[src/rtl/l1_refill_ctrl.sv]
// L1 miss-handling controller: write-through stores, line refill over a req/ack memory bus.
// Optional build macro L1_REFILL_CRIT_WORD_FIRST_EN fetches the requested word first.
module l1_refill_ctrl #(
  parameter int unsigned DATA_WIDTH = 32,
  parameter int unsigned ADDR_WIDTH = 32,
  parameter int unsigned LINE_SIZE  = 16
) (
  input  logic                    clk,
  input  logic                    rst,
  input  logic                    cpu_valid,
  input  logic                    cpu_we,
  input  logic [ADDR_WIDTH-1:0]   cpu_addr,
  input  logic [DATA_WIDTH-1:0]   cpu_w_data,
  input  logic                    cache_hit,
  output logic                    cpu_stall,
  output logic                    mem_req,
  output logic                    mem_we,
  output logic [ADDR_WIDTH-1:0]   mem_addr,
  output logic [DATA_WIDTH-1:0]   mem_w_data,
  input  logic                    mem_ack,
  input  logic [DATA_WIDTH-1:0]   mem_r_data,
  output logic                    fill_en,
  output logic [ADDR_WIDTH-1:0]   fill_addr,
  output logic [LINE_SIZE*8-1:0]  fill_data,
  output logic                    fill_mark_valid
);

  localparam int unsigned WordsPerLine = LINE_SIZE * 8 / DATA_WIDTH;
  localparam int unsigned IdxW         = (WordsPerLine > 1) ? $clog2(WordsPerLine) : 1;
  localparam int unsigned ByteOffW     = $clog2(DATA_WIDTH / 8);
  localparam int unsigned LineOffW     = $clog2(LINE_SIZE);

  typedef enum logic [1:0] {StIdle, StWrite, StRead, StFill} state_e;

  state_e                                   state_q;
  logic [IdxW-1:0]                          word_idx_q;
  logic [IdxW-1:0]                          beat_q;
  logic [ADDR_WIDTH-1:0]                    line_base_q;
  logic [WordsPerLine-1:0][DATA_WIDTH-1:0]  line_buf_q;

  logic [WordsPerLine-1:0][DATA_WIDTH-1:0]  line_buf_merged;
  logic [ADDR_WIDTH-1:0]                    line_base_in;
  logic [IdxW-1:0]                          start_idx;
  logic [IdxW-1:0]                          word_idx_next;
  logic                                     ack_valid;
  logic                                     last_beat;

  assign line_base_in  = cpu_addr & ~ADDR_WIDTH'(LINE_SIZE - 1);
  assign word_idx_next = word_idx_q + IdxW'(1);
  assign ack_valid     = mem_ack & mem_req;
  assign last_beat     = (beat_q == IdxW'(WordsPerLine - 1));

`ifdef L1_REFILL_CRIT_WORD_FIRST_EN
  assign start_idx = IdxW'(cpu_addr[LineOffW-1:ByteOffW]);
`else
  assign start_idx = '0;
`endif

  // Word slot follows the fetch index, so the line layout is order-independent.
  always_comb begin
    line_buf_merged             = line_buf_q;
    line_buf_merged[word_idx_q] = mem_r_data;
  end

  assign cpu_stall = (state_q != StIdle) | (cpu_valid & (cpu_we | ~cache_hit));

  always_ff @(posedge clk or negedge rst) begin
    if (!rst) begin
      state_q         <= StIdle;
      word_idx_q      <= '0;
      beat_q          <= '0;
      line_base_q     <= '0;
      line_buf_q      <= '0;
      mem_req         <= 1'b0;
      mem_we          <= 1'b0;
      mem_addr        <= '0;
      mem_w_data      <= '0;
      fill_en         <= 1'b0;
      fill_addr       <= '0;
      fill_data       <= '0;
      fill_mark_valid <= 1'b0;
    end else begin
      case (state_q)
        StIdle: begin
          fill_en         <= 1'b0;
          fill_mark_valid <= 1'b0;
          if (cpu_valid && cpu_we) begin
            state_q    <= StWrite;
            mem_req    <= 1'b1;
            mem_we     <= 1'b1;
            mem_addr   <= cpu_addr;
            mem_w_data <= cpu_w_data;
          end else if (cpu_valid && !cache_hit) begin
            state_q     <= StRead;
            line_base_q <= line_base_in;
            word_idx_q  <= start_idx;
            beat_q      <= '0;
            mem_req     <= 1'b1;
            mem_we      <= 1'b0;
            mem_addr    <= line_base_in | (ADDR_WIDTH'(start_idx) << ByteOffW);
          end
        end
        StWrite: begin
          if (ack_valid) begin
            state_q <= StIdle;
            mem_req <= 1'b0;
            mem_we  <= 1'b0;
          end
        end
        StRead: begin
          if (ack_valid) begin
            line_buf_q <= line_buf_merged;
            word_idx_q <= word_idx_next;
            beat_q     <= beat_q + IdxW'(1);
            if (last_beat) begin
              state_q         <= StFill;
              mem_req         <= 1'b0;
              fill_en         <= 1'b1;
              fill_mark_valid <= 1'b1;
              fill_addr       <= line_base_q;
              fill_data       <= line_buf_merged;
            end else begin
              // Next word is presented the cycle after each ack.
              mem_addr <= line_base_q | (ADDR_WIDTH'(word_idx_next) << ByteOffW);
            end
          end
        end
        StFill: begin
          state_q         <= StIdle;
          fill_en         <= 1'b0;
          fill_mark_valid <= 1'b0;
        end
        default: begin
          state_q <= StIdle;
          mem_req <= 1'b0;
          fill_en <= 1'b0;
        end
      endcase
    end
  end

endmodule

[config.mk]
export PLATFORM = sky130hd
export DESIGN_NAME = l1_refill_ctrl
export DESIGN_NICKNAME = d
export VERILOG_FILES = /design/src/rtl/l1_refill_ctrl.sv
export SDC_FILE = /design/constraint.sdc
export NUM_CORES = 1
export LEC_CHECK = 0
export ABC_AREA = 1
export CORE_MARGIN = 2
export CORE_UTILIZATION = 55
export DETAILED_ROUTE_END_ITERATION = 12
export DONT_BUFFER_PORTS = 1
export GPL_TIMING_DRIVEN = 0
export MAX_ROUTING_LAYER = met4
export PLACE_DENSITY = 0.68
export SYNTH_ARGS = -nofsm -noshare
export SYNTH_HDL_FRONTEND = slang
export SYNTH_SLANG_ARGS = --single-unit
[constraint.sdc]
create_clock -name clk -period 2.4 [get_ports clk]
set_input_delay 0.12 -clock clk [delete_from_list [all_inputs] [get_ports clk]]
set_output_delay 0.12 -clock clk [all_outputs]
set_load 0.03 [all_outputs]
==> reports/summary.txt, run 1 <==
Status = complete, but fails checks
Failing checks = negative hold slack
Sink Count = 385
Area of the core = 0.0296 sq mm
Startpoint Class = flop
Most common flop cell mapped by yosys = dfrtp_1
Worst endpoint required time = 2.79 ns
DR vias/cell = 5.38
Most frequent CP cell = o21ai_0
Yosys reg bits = 385
Clock skew = 0.0136 ns
Unrepaired setup endpoints after global routing = no
DR pass1 iterations = 5
Commonest cells after routing, fill and taps aside = 885 x nand2_1, 385 x dfrtp_1, 341 x o21ai_0
Commonest non-fill, non-tap cell in the layout = nand2_1
Fin crit share = 94.0%
GRT Resource Usage Total = 30.5%
Final non-filler cell total = 2545
Rel. slew slack = 20.9%
Dpl hpwl = 30.4 mm
R2r endpoint = line_buf_q[86]
Setup TNS = 0 ns
Die area = 0.0313 sq mm
I/O pin cnt = 331
Worst hold path class = input pin to asynchronous set/reset pin
Post-route setup slack = 0.145 ns
Max_cap viols = 0
CTS root buffer = clkbuf_16
Number of global-route vias before repair = 13800
Port Buf Inserts = 0
H-tree Lvls = 2
Die Width = 177 microns
Total gr overflow = 0
P per Cell Area = 1180 mW/mm^2
Crit path largest cell delay = 0.51 ns
Cells along the critical path = inv_1, ha_1, clkbuf_1, o21ai_0, nand2_1, o21ai_0
CP max stage cell = ha_1
Overall die height = 177 microns
Synth warn = 0
Longest Clk Path Bufs = 3
CTS tree = done
Arr. time, crit path = 2.64 ns
Cells after Synth = 1973
Element type at the critical path end = flop
Critical path class = flop to flop
Max Clock Freq = 443 MHz
Final setup violating endpoints = 0
Util after Layout = 65.3%
Placed instance count = 2366
Sequential area share after synthesis = 58.6%
Worst hold slack = -0.712 ns
Critical path peak fanout = 10
CP Launch Point = word_idx_q[0]
R2R Path Start = word_idx_q[0]
Largest delay contributor family on the critical path = buffers and inverters
Total CTS buffers = 41
Largest net degree at the start of global routing = 386
Flop2flop setup slack = 0.14 ns
Async set-reset flop share out of synthesis = 100%
Synth-to-Final Area Change = 17.4%
DR iter-0 viols = 1116
Final Hold Viols = 385
Post-synth EDFFs = 0
Distinct cells, synth = 23
Leakage = 9.69 nW
Starting density of the core = 55.6%
Worst Reg-to-Reg Cells = 6
Post-CTS setup buffer count = 0
Max Transition Viols Final = 0
Nets@finish = 2232
Slew of the pin with the lowest slew margin = 1.19 ns
First-pass GRT wire length = 73.0 mm
Clk slew on worst S/H paths = 0.06 ns
Mean post-synth cell area = 8.33 sq um
Mapped Area = 0.0164 sq mm
WP buf/inv = 2
Place WS = 0.00227 ns
Hold_buf cts = 103
Wire length per cell = 18.0 microns
Post-route antenna net violation count = 0
DRC violations left = 0
Via count = 13700
IR drop worst, VDD = 0.838 mV
Gp weighted congestion = 0.862
Std-Cell Rows = 63
Drt total wl = 45.9 mm
Clk_lat worst skew = 0.52 ns
Final worst path period need = 2.26 ns
Initial antenna violation count = 5
Ratio of cells with drive above 1 in the final layout = 6.70%
-- cells in the mapped netlist (6+ instances only) --
| cell | number | share of area, % |
|---|---|---|
| buf_2 | 27 | 0.82 |
| buf_4 | 21 | 0.96 |
| buf_6 | 16 | 1.1 |
| clkbuf_1 | 55 | 1.3 |
| dfrtp_1 | 385 | 59 |
| ha_1 | 9 | 0.68 |
| inv_1 | 169 | 3.9 |
| nand2_1 | 885 | 20 |
| nor2_1 | 9 | 0.21 |
| o21ai_0 | 341 | 10 |
| o21ai_1 | 32 | 0.97 |
| o21ai_2 | 6 | 0.32 |
-- worst reg2reg max path: stages (launching register included) --
cell,delay (ns)
dfrtp_1,0.44
inv_1,0.11
ha_1,0.51
clkbuf_1,0.49
o21ai_0,0.37
nand2_1,0.13
o21ai_0,0.08
-- layout make-up --
cell class                      instances  area [sq um]
Timing Repair Buffer                  103          1030
Sequential cell                       385          9630
Clock inverter                         16           155
Antenna cell                            5          12.5
Clock buffer                           56          1160
Buffer                                119           679
Inverter                              173           649
Fill cell                            2480         10300
Tap cell                              390           488
Multi-Input combinational cell       1298          5490
-- cell families (layout without fill, tap and decap cells) --
family          count (synthesis)  after routing  share of synthesized area [%]
other cells                     1              9                         0.0228
compound gates                382            382                           11.8
flops                         385            385                           58.6
fa+ha+maj                       9              9                          0.685
buf+inv                       293            467                           8.10
simple gates                  903            903                           20.8
-- metrics by stage --
stage                     area, sq um  hold WS [ns]  power (mW)
after floorplan                 16500        -0.176        14.6
after global placement          16900        -0.167        16.0
after detailed placement        16900        -0.165        16.3
after CTS                       19300        -0.724        22.8
after global routing            19300        -0.731        24.3
final                           19300        -0.712        22.8
-- worst max path at each step --
stage,slack [ns],endpoint,cells after the start
floorplan,0.63,mem_addr[0],6
global placement,0.05,line_buf_q[86],7
detailed placement,0.002,line_buf_q[86],7
CTS,0.13,mem_addr[20],6
global route,0.0005,line_buf_q[86],6
finish,0.14,line_buf_q[86],6
-- state kept, by name (all words and copies together), names as in the netlist --
signal,flops
fill_addr,28
word_idx_q,2
line_buf_q,128
line_base_q,28
fill_data,128
beat_q,2
state_q,2
mem_w_data,32
fill_mark_valid,1
mem_we,1
mem_addr,32
mem_req,1
-- where the power goes --
group          leakage [nW]  internal, mW  switching [mW]
logic                  4.00          1.79            4.03
clock network         0.664          3.70            2.55
registers              5.02          8.44            2.26
-- layer usage --
layer / wire [microns] / up-vias / GRT usage (%)
li1: - / 6407 / -
met2: 21100 / 537 / 47.0
met4: 1580 / 0 / 10.4
met3: 4000 / 108 / 7.43
met5: 0 / - / -
met1: 19200 / 6640 / 39.9
-- what timing repair did --
item / 4_1_cts / 5_1_grt
resized for setup: 0 / 1
hold endpoints to repair: 735 / 385
endpoints found under the setup margin: 1 / 20
Power figures use the tool's default switching activity.
==> run 2, diff against run 1 <==
--- a/config.mk
+++ b/config.mk
@@ -7,3 +7,2 @@
 export LEC_CHECK = 0
-export ABC_AREA = 1
 export CORE_MARGIN = 2
--- a/constraint.sdc
+++ b/constraint.sdc
@@ -3,2 +3,2 @@
 set_output_delay 0.12 -clock clk [all_outputs]
-set_load 0.03 [all_outputs]
+set_load 0.1 [all_outputs]
==> run 2 against run 1 <==
Against the previous run:
- the flow still finishes with violations (negative hold slack)
- fmax fell by 4.2%
- setup slack got worse by 0.098 ns
- sequential share of layout area rose by 0.49 points
- clock skew fell by 0.0037 ns
- global-route usage fell by 3.6 points
- count of clock-buffer cells in the layout rose by 7
- final cell count fell by 28%
- critical endpoint is now mem_addr[22]
- synthesized area fell by 2.7%
- critical path depth rose by 3
- final area fell by 0.97%
- critical path type unchanged
- die area fell by 2.6%
==> reports/summary.txt, run 2 <==
Finished Cell Area = 0.0191 sq mm
Drt total wl = 39.5 mm
Clk_lat worst skew = 0.53 ns
Most frequent CP cell = buf_6
Failing checks = negative hold slack
First-pass GRT wire length = 61.8 mm
Initial antenna violation count = 2
Starting density of the core = 55.8%
Via count = 10200
Cells along the critical path = inv_2, ha_4, buf_6, o21a_4, clkinvlp_4, o21ai_4, buf_6, buf_8, mux2_4
Commonest non-fill, non-tap cell in the layout = dfrtp_1
Sequential Area = 0.00964 sq mm
Wire length per cell = 21.5 microns
Worst endpoint required time = 2.80 ns
Simple-gate share of the synthesized area = 5.96%
Die area = 0.0305 sq mm
Status = complete, but fails checks
Area of the core = 0.0287 sq mm
Worst hold slack = -0.701 ns
Std-Cell Rows = 62
Fillers = 2149
Fin crit share = 98.1%
Most frequent cell after synthesis = dfrtp_1
Final setup violating endpoints = 0
Clk slew on worst S/H paths = 0.06 ns
Multi-input logic area = 0.00600 sq mm
Overall die height = 175 microns
CTS tree = done
Number of global-route vias before repair = 10600
DR iter-0 viols = 618
Ratio of cells with drive above 1 in the final layout = 26.6%
Gp weighted congestion = 0.851
Synth warn = 0
Yosys reg bits = 385
Commonest cells after routing, fill and taps aside = 384 x dfrtp_1, 239 x mux2_2, 223 x nand2_1
Arr. time, crit path = 2.76 ns
Critical path class = flop to flop
DR pass1 iterations = 5
Largest family of logic cells by synthesized area = multiplexers
Final worst path period need = 2.35 ns
Top cell type's share of synthesized area = 60.2%
Clock skew = 0.00991 ns
Post-route antenna net violation count = 0
Cells after Synth = 1255
Port Buf Inserts = 0
Cell Area, Placed = 0.0165 sq mm
Area contributors post-synth = dfrtp_1 60%, mux2_2 17%, mux2i_1 8.3%
DRC violations left = 0
Mapped Area = 0.0160 sq mm
Top Registers = fill_data (128), line_buf_q (128)
Synth area leader = dfrtp_1
Compound-gate portion of the synthesized area = 4.80%
XOR/XNOR share of the synthesized area = 0%
Mean post-synth cell area = 12.8 sq um
I/O pin cnt = 331
Hold_buf cts = 101
Max_cap viols = 0
Final non-filler cell total = 1835
Distinct cells, synth = 34
DR vias/cell = 5.56
Die Width = 175 microns
Max Clock Freq = 425 MHz
Dpl hpwl = 25.4 mm
Synth Area in Adders = 0.704%
Element type at the critical path end = flop
Final Hold Viols = 393
Async set-reset flop share out of synthesis = 100%
Total CTS buffers = 41
Post-synth EDFFs = 0
CP max stage cell = clkinvlp_4
GRT Resource Usage Total = 26.9%
Sequential area share after synthesis = 60.2%
CTS root buffer = clkbuf_16
Post-synth top cells = 385 x dfrtp_1, 244 x mux2_2, 223 x nand2_1
Mux cell area share after synthesis = 25.6%
Crit path largest cell delay = 0.47 ns
H-tree Lvls = 2
Rel. slew slack = 33.1%
Critical path peak fanout = 5
Nets@finish = 1529
Synth-to-Final Area Change = 19.5%
Total gr overflow = 0
Sink Count = 385
Most common flop cell mapped by yosys = dfrtp_1
Worst hold path class = input pin to asynchronous set/reset pin
Startpoint Class = flop
Unrepaired setup endpoints after global routing = yes
Longest Clk Path Bufs = 3
Placed instance count = 1642
Max Transition Viols Final = 0
Largest net degree at the start of global routing = 386
Slew of the pin with the lowest slew margin = 1.00 ns
run 2: cell families (layout without fill, tap and decap cells):
| logic type | count (synthesis) | count (layout) |
|---|---|---|
| compound gates | 148 | 148 |
| mux | 379 | 379 |
| simple gates | 241 | 241 |
| buf+inv | 92 | 283 |
| flops | 385 | 385 |
| other cells | 1 | 6 |
| fa+ha+maj | 9 | 9 |
run 2: worst paths after layout:
path                            startpoint              end  slack (ns)  cells past startpoint
min reg2reg                line_base_q[12]    fill_addr[12]        0.48                      2
max                             state_q[0]     mem_addr[22]        0.05                      9
min                                    rst    fill_data[57]       -0.70                      0
min in group clk                    cpu_we  line_base_q[31]       -0.07                      2
max in group asynchronous              rst   line_buf_q[37]        2.70                      0
max reg2reg                     state_q[0]     mem_addr[22]        0.05                      9
run 2: metal layers:
layer,up-vias,part of all wire [%],track usage [%]
li1,4667,-,-
met1,5133,41,33.0
met2,326,48,43.3
met3,79,7.8,8.16
met4,0,2.8,7.95
met5,-,0,-
run 2: cell type report:
cell class	instances	share of cell area (%)
sequential	385	50.4
multi-input combinational	781	31.4
clock buffer	63	6.32
timing repair buffer	117	6.11
tap	384	2.51
buffer	81	2.34
clock inverter	11	0.648
inverter	11	0.236
antenna	2	0.0262
run 2: worst max-delay path, delay by kind of cell, from the launching register on:
kind | cells | cell delay (ns)
compound gates | 2 | 0.46
fa+ha+maj | 1 | 0.13
buf+inv | 5 | 0.93
flops | 1 | 0.40
mux | 1 | 0.30
run 2: repair_timing:
action,CTS,global route
endpoints found under the hold margin,738,393
setup buffers,10,5
setup endpoints to repair,220,81
cloned,1,0
pin swaps,0,1
resized for setup,20,30
run 2: metrics by stage:
step | hold WS, ns | utilization (%) | setup slack [ns] | TNS, ns
2_1_floorplan | -0.176 | - | 0.0916 | 0
3_3_place_gp | -0.163 | 57.5 | -0.530 | -70.76
3_5_place_dp | -0.165 | 57.5 | -0.570 | -71.13
4_1_cts | -0.722 | 66.2 | -0.0104 | -0.0251
5_1_grt | -0.723 | 66.6 | -0.0341 | -0.529
6_report | -0.701 | 66.6 | 0.0467 | 0
Power of run 2 is left out: the tool's default activity adds up to more than one toggle a clock period on the data nets, which glitch-free logic cannot reach.
==> run 3, diff against run 2 <==
CORE_MARGIN = not set   (was 2)
MAX_ROUTING_LAYER = not set   (was met4)
SKIP_LAST_GASP = 1   (was not set)
==> run 3 against run 2 <==
Against the previous run:
- the flow still finishes with violations (negative hold slack)
- worst hold slack improved by 0.0052 ns
- die area fell by 2.3%
- via count barely moved
- sequential share of layout area rose by 0.059 points
- global-route usage barely moved
- count of clock-buffer cells in the layout rose by 4
- critical path depth fell by 1
- non-clock buffer count fell by 6
- fmax fell by 1.5%
==> reports/summary.txt, run 3 (synthesis results as in run 2) <==
Hold_buf cts = 101
Clk slew on worst S/H paths = 0.06 ns
Setup TNS = 0 ns
DR iter-0 viols = 641
Final setup violating endpoints = 0
Status = complete, but fails checks
Cells along the critical path = inv_1, ha_1, buf_6, o21a_4, clkinvlp_4, o21ai_4, buf_6, mux2_2
Initial antenna violation count = 0
Wire length per cell = 21.6 microns
Failing checks = negative hold slack
Synth-to-Final Area Change = 19.3%
Drt total wl = 39.4 mm
CP max stage cell = clkinvlp_4
Cell Area, Placed = 0.0165 sq mm
Worst hold slack = -0.696 ns
Worst hold path class = input pin to asynchronous set/reset pin
Std-Cell Rows = 62
Unrepaired setup endpoints after global routing = yes
Area of the core = 0.0286 sq mm
Longest Clk Path Bufs = 3
Arr. time, crit path = 2.79 ns
First-pass GRT wire length = 62.4 mm
Clk_lat worst skew = 0.53 ns
Util after Layout = 66.7%
Die area = 0.0298 sq mm
Nets@finish = 1524
Sequential Area = 0.00964 sq mm
I/O pin cnt = 331
Total gr overflow = 0
DR pass1 iterations = 5
Number of global-route vias before repair = 10700
Gp weighted congestion = 0.788
Fillers = 2087
Most frequent CP cell = buf_6
Startpoint Class = flop
Overall die height = 173 microns
DR vias/cell = 5.59
Commonest non-fill, non-tap cell in the layout = dfrtp_1
Multi-input logic area = 0.00597 sq mm
Starting density of the core = 55.9%
Final Hold Viols = 385
CTS tree = done
Largest net degree at the start of global routing = 386
Dpl hpwl = 25.6 mm
DRC violations left = 0
Max Transition Viols Final = 0
Element type at the critical path end = flop
Finished Cell Area = 0.0191 sq mm
# diodes = 0
Commonest cells after routing, fill and taps aside = 384 x dfrtp_1, 244 x mux2_2, 223 x nand2_1
Total CTS buffers = 42
Rel. slew slack = 32.9%
Slew of the pin with the lowest slew margin = 1.01 ns
Sink Count = 385
GRT Resource Usage Total = 26.8%
Critical path peak fanout = 10
Crit path largest cell delay = 0.47 ns
Top Registers = fill_data (128), line_buf_q (128)
Post-route antenna net violation count = 0
Via count = 10200
Clock skew = 0.0140 ns
Ratio of cells with drive above 1 in the final layout = 26.4%
Max Clock Freq = 418 MHz
Max_cap viols = 0
Port Buf Inserts = 0
CTS root buffer = clkbuf_16
H-tree Lvls = 2
Worst endpoint required time = 2.80 ns
Final worst path period need = 2.39 ns
Die Width = 173 microns
Critical path class = flop to flop
Fin crit share = 99.6%
==> run 3: cell types whose count changed in the layout (fill, tap and decap cells not counted), moves of 5 or more <==
cell	before	now
buf_2	28	33
buf_4	20	14
clkbuf_1	35	29
clkbuf_16	41	46
clkbuf_8	10	16
mux2_2	239	244
mux2_4	5	0
==> run 3: layout make-up <==
class                           count  area share (%)
Sequential cell                   385            50.5
Multi-Input combinational cell    781            31.2
Clock buffer                       67            7.17
Timing Repair Buffer              111            5.78
Tap cell                          384            2.52
Buffer                             81            2.23
Clock inverter                      7           0.360
Inverter                           11           0.236
==> run 3: metal layers <==
metal	share of wire, %	track usage [%]	up-vias
met3	8.2	8.38	82
met1	41	33.7	5138
met2	48	44.2	348
met5	0	0	-
met4	3.0	9.00	0
li1	-	-	4640
==> run 3: path summary, 6_finish.rpt <==
check / from / endpoint / slack [ns] / depth (start not counted)
max: state_q[0] / mem_addr[7] / 0.01 / 8
min: rst / fill_data[58] / -0.70 / 0
max reg2reg: state_q[0] / mem_addr[7] / 0.01 / 8
min reg2reg: line_base_q[28] / fill_addr[28] / 0.49 / 2
max in group asynchronous: rst / mem_addr[10] / 2.29 / 0
min in group clk: mem_ack / fill_mark_valid / 0.03 / 3
==> run 3: timing repair <==
item / 4_1_cts / 5_1_grt
pin swaps: 1 / 1
resized for setup: 15 / 8
endpoints found under the setup margin: 251 / 76
setup buffers: 2 / 7
cloned: 0 / 1
endpoints found under the hold margin: 738 / 385
==> run 3: through the flow <==
stage          setup slack, ns  hold slack (ns)  cells
2_1_floorplan           0.0916           -0.176   1258
3_3_place_gp            -0.593           -0.163   1642
3_5_place_dp            -0.683           -0.168   1642
4_1_cts                -0.0179           -0.718   1819
5_1_grt                -0.0754           -0.724   1827
6_report                0.0104           -0.696   1827
==> run 3: worst max-delay path: cells and delay by family (launching register included) <==
kind	cells	cell delay, ns
fa+ha+maj	1	0.16
buf+inv	4	0.90
compound gates	2	0.48
mux	1	0.34
flops	1	0.39
Power of run 3 is left out for the same reason.
